[src/rtl/rr_arb.sv]
`default_nettype none
// ============================================================================
// Module   : rr_arb
// Purpose  : Round-robin arbiter with hold-until-release grants. In IDLE it
//            picks the first active requester searching circularly from the
//            priority pointer p. The grant is then held in BUSY until the
//            holder strobes done. The pointer then moves one past the
//            released index, so that requester has lowest priority next time.
// Ports    : clk   - single clock, rising edge
//            rst_n - asynchronous active-low reset
//            r     - [n-1:0] request vector
//            done  - release strobe from the current grant holder
//            g     - [n-1:0] registered one-hot grant (zero when idle)
//            gi    - [lg-1:0] registered index of the granted requester
//            v     - registered grant-valid flag
// Revision : 1.0 - initial release
// ============================================================================
module rr_arb #(
   parameter int n  = 4,
   parameter int lg = 2
) (
   input  logic          clk,
   input  logic          rst_n,
   input  logic [n-1:0]  r,
   input  logic          done,
   output logic [n-1:0]  g,
   output logic [lg-1:0] gi,
   output logic          v
);

   localparam logic [0:0] IDLE = 1'b0;
   localparam logic [0:0] BUSY = 1'b1;

   // n and n-1 in the widths used by the pointer arithmetic.
   localparam logic [lg:0]   N_EXT = (lg+1)'(n);
   localparam logic [lg-1:0] LAST  = lg'(n-1);

   logic [0:0]    state;
   logic [lg-1:0] p;

   logic          found;
   logic [lg-1:0] sel_idx;
   logic [n-1:0]  sel_onehot;
   logic [lg-1:0] p_next;
   logic [lg:0]   sum;

   // Circular first-set search starting at p. The candidate index p+k is
   // formed one bit wider and folded back at n. This keeps indices below n
   // even when n is not a power of two.
   always_comb begin
      found   = 1'b0;
      sel_idx = '0;
      sum     = '0;
      for (int k = 0; k < n; k++) begin
         sum = {1'b0, p} + k[lg:0];
         if (sum >= N_EXT) begin
            sum = sum - N_EXT;
         end
         if (!found && r[sum[lg-1:0]]) begin
            found   = 1'b1;
            sel_idx = sum[lg-1:0];
         end
      end
   end

   assign sel_onehot = {{(n-1){1'b0}}, 1'b1} << sel_idx;

   // Wrap at n rather than at 2^lg.
   assign p_next = (gi == LAST) ? '0 : gi + lg'(1);

   always_ff @(posedge clk or negedge rst_n) begin
      if (!rst_n) begin
         state <= IDLE;
         p     <= '0;
         g     <= '0;
         gi    <= '0;
         v     <= 1'b0;
      end else begin
         case (state)
            IDLE: begin
               // done has no meaning without a grant, so it is ignored here.
               if (found) begin
                  g     <= sel_onehot;
                  gi    <= sel_idx;
                  v     <= 1'b1;
                  state <= BUSY;
               end
            end
            BUSY: begin
               // Grant is held regardless of r; only done releases it.
               if (done) begin
                  g     <= '0;
                  gi    <= '0;
                  v     <= 1'b0;
                  p     <= p_next;
                  state <= IDLE;
               end
            end
            default: begin
               state <= IDLE;
            end
         endcase
      end
   end

endmodule
`default_nettype wire

[config.mk]
export PLATFORM = sky130hd
export DESIGN_NAME = rr_arb
export DESIGN_NICKNAME = d
export VERILOG_FILES = /design/src/rtl/rr_arb.sv
export SDC_FILE = /design/constraint.sdc
export NUM_CORES = 1
export LEC_CHECK = 0
export ABC_CLOCK_PERIOD_IN_PS = 1900
export CORE_MARGIN = 5
export CORE_UTILIZATION = 30
export CTS_CLUSTER_DIAMETER = 150
export DETAILED_ROUTE_END_ITERATION = 10
export SLEW_MARGIN = 0
export SYNTH_ARGS = -nofsm -noshare
export SYNTH_HDL_FRONTEND = slang
export SYNTH_SLANG_ARGS = --single-unit
[constraint.sdc]
create_clock -name clk -period 1.9 [get_ports clk]
set_input_delay 0.38 -clock clk [delete_from_list [all_inputs] [get_ports clk]]
set_output_delay 0.38 -clock clk [all_outputs]
set_load 0.005 [all_outputs]
==> out/results.tsv <==
stage	metric	value	unit
clocking	H-tree Lvls	1	
clocking	CTS clk-pin slew, worst paths	0.06	ns
setup_path	kind of critical path	input port to flip-flop	
job	Max Cap Viol	0	
routing	Routed WL	1240	µm
logic_synthesis	YS warnings	0	
logic_synthesis	multiplexer share of the synthesized area	3.43	%
clocking	number of clock sinks	10	
setup_path	Worst EP required	2.05	ns
timing	Max-slew headroom	65.6	%
die	die width	55.4	µm
logic_synthesis	ys flop type	dfrtp_1	
logic_synthesis	synthesized-area fraction occupied by and/or/nand/nor cells	24.4	%
clocking	hold_buf cts	0	
pwr	Pleak	0.337	nW
pwr	Pwr Density	839	nW/µm²
cells_and_area	diode count	0	
pwr	Clk network pwr share	20.3	%
logic_synthesis	Synth Area in Compound Gates	24.4	%
cells_and_area	Area Overhead vs Synth	33.3	%
clocking	CTS resizes	0	
pwr	Internal	474	µW
routing	routed vias	486	
clocking	Skew-Pair Late Insertion Delay	0.26	ns
timing	Slew Viols, Final	0	
logic_synthesis	mapped cell area	619	µm²
logic_synthesis	Yosys top cell area share	40.4	%
global_route	GRT Overall Usage	8.88	%
place	DP Cell Count	102	
logic_synthesis	Mapped Cells	58	
setup_path	RR Startpoint	p[1]	
cells_and_area	commonest non-fill, non-tap cell in the layout	clkdlybuf4s50_1	
pwr	Flop pwr share	44.8	%
timing	Fin. Hold Viols	0	
cells_and_area	nets@finish	88	
logic_synthesis	Synth area leaders	dfrtp_1 40%, nor3b_2 10%, a21oi_1 7.3%	
logic_synthesis	sequential element share of the synthesized area	40.4	%
place	IO buf count	13	
logic_synthesis	ys async rst share	100	%
global_route	first-pass GRT wire length	2130	µm
die	die height	55.4	µm
setup_path	Reg2Reg Capture Point	g[1]	
die	row cnt	16	
place	GPL Wtd Cong	0.675	
timing	setup TNS	0	ns
setup_path	CP startpoint	r[2]	
pwr	Net Sw Power	219	µW
pwr	Peak VDD IR	0.000384	V
global_route	largest net degree at the start of global routing	14	
timing	min Tclk post-route	1.67	ns
logic_synthesis	post-synthesis adder-cell area fraction	2.02	%
routing	DR pass1 iterations	4	
clocking	CTS buffer count	3	
clocking	clock root cell	clkbuf_4	
clocking	clk buf depth	2	
clocking	Post-CTS Setup Inserts	0	
die	initial core utilization	31.6	%
die	core area	1960	µm²
setup_path	Crit Path Max Fanout	10	
cells_and_area	Layout Cells excl Fill	105	
clocking	CTS tree	done	
global_route	initial antenna violation count	0	
die	# IOs	14	
setup_path	Crit path arrival time	1.81	ns
global_route	total gr overflow	0	
timing	Final Cycle Share	87.7	%
pwr	sw frac	31.6	%
routing	DR iter-0 viols	5	
pwr	combinational share of power	34.9	%
setup_path	reg-to-reg slack, setup	0.39	ns
die	die area	3070	µm²
setup_path	Startpoint Class	input port	
logic_synthesis	largest family of logic cells by synthesized area	simple AND/OR/NAND/NOR gates	
routing	DRC viols	0	
timing	Peak Freq	600	MHz
logic_synthesis	count of different cell masters after synthesis	26	
logic_synthesis	XOR/XNOR Fraction of Synth Area	0	%
timing	unrepaired setup endpoints after global routing	false	
timing	worst hold slack	0.439	ns
routing	drt wl/cell	11.8	µm
cells_and_area	most frequent cells in the layout	13 x clkdlybuf4s50_1, 10 x dfrtp_1, 9 x a21oi_1	
global_route	vias in the first global route	472	
logic_synthesis	leading area contributor after synthesis	dfrtp_1	
setup_path	FF-to-FF path depth	4	
setup_path	Worst Setup End Kind	flip-flop	
place	hpwl dp	997	µm
cells_and_area	proportion of layout cells with a drive suffix above 1	29.5	%
logic_synthesis	Synthesized Nets	66	
logic_synthesis	Post-synth EDFFs	0	
timing	setup violators final	0	
timing	Slew @ Worst Pin	0.516	ns
pwr	Design Power	693	µW
status	run status	finished, final reports clean	
routing	via density per instance	4.63	
hold_path	Hold Crit Class	input port to async pin	
routing	Post-DRT Antenna Nets	0	
timing	clk_skew	0.000170	ns
logic_synthesis	Syn Area/Cell	10.7	µm²
logic_synthesis	synthesized flop and latch total	10	
layout make-up:
class,count,area (µm²)
fill,212,1140
tap,27,33.8
clock buffer,3,22.5
inverter,2,7.51
sequential,10,250
multi-input combinational,44,337
timing repair buffer,19,175
metrics by stage:
| stage | cell area [µm²] | util (%) | worst slack (ns) |
|---|---|---|---|
| 2_1_floorplan | 619 | - | 0.457 |
| 3_3_place_gp | 803 | 40.9 | -0.0414 |
| 3_5_place_dp | 803 | 40.9 | -0.0537 |
| 4_1_cts | 826 | 42.1 | 0.229 |
| 5_1_grt | 826 | 42.1 | 0.171 |
| 6_report | 826 | 42.1 | 0.234 |
Yosys cell counts, types with 2 or more instances:
master    number
dfrtp_1       10
a21oi_1        9
nor3b_2        5
nor2_1         4
nand2_1        3
o21ai_2        3
inv_1          2
nand2b_1       2
o21a_1         2
o31ai_1        2
sequential cells by signal, indices dropped and copies added, names as in the netlist:
| name | count |
|---|---|
| g | 4 |
| gi | 2 |
| p | 2 |
| state | 1 |
| v | 1 |
power by group through the flow:
stage | clock, mW | combinational (mW) | sequential (mW)
2_1_floorplan | 0 | 0.138 | 0.302
3_3_place_gp | 0 | 0.243 | 0.314
3_5_place_dp | 0 | 0.246 | 0.315
4_1_cts | 0.150 | 0.247 | 0.311
5_1_grt | 0.157 | 0.268 | 0.320
6_report | 0.141 | 0.242 | 0.310
worst max-delay path: stages:
cell and delay [ns]:
clkdlybuf4s50_1 0.46, or4_1 0.49, buf_4 0.19, nor2b_4 0.13
o221ai_2 0.10, o21ai_2 0.07
routing by layer:
| metal | track usage (%) | routed length, µm | vias up |
|---|---|---|---|
| met2 | 14.2 | 619 | 12 |
| met3 | 4.43 | 62 | 2 |
| met5 | 0 | 0 | - |
| met4 | 4.17 | 21 | 0 |
| li1 | - | - | 255 |
| met1 | 9.75 | 532 | 217 |
worst max-delay path by stage:
stage / cells past startpoint / slack [ns] / endpoint
floorplan: 5 / 0.46 / g[2]
global placement: 6 / -0.04 / g[1]
detailed placement: 6 / -0.05 / g[2]
CTS: 6 / 0.23 / g[2]
global route: 6 / 0.17 / g[3]
finish: 6 / 0.23 / g[3]
kinds of logic (layout without fill, tap and decap cells):
logic type / count (synthesis) / count (layout)
muxes: 2 / 2
and+or+nand+nor: 20 / 20
adders and majority gates: 1 / 1
buffers and inverters: 4 / 24
DFF: 10 / 10
AOI/OAI and AO/OA: 21 / 21
(Power assumes the default switching activity.)
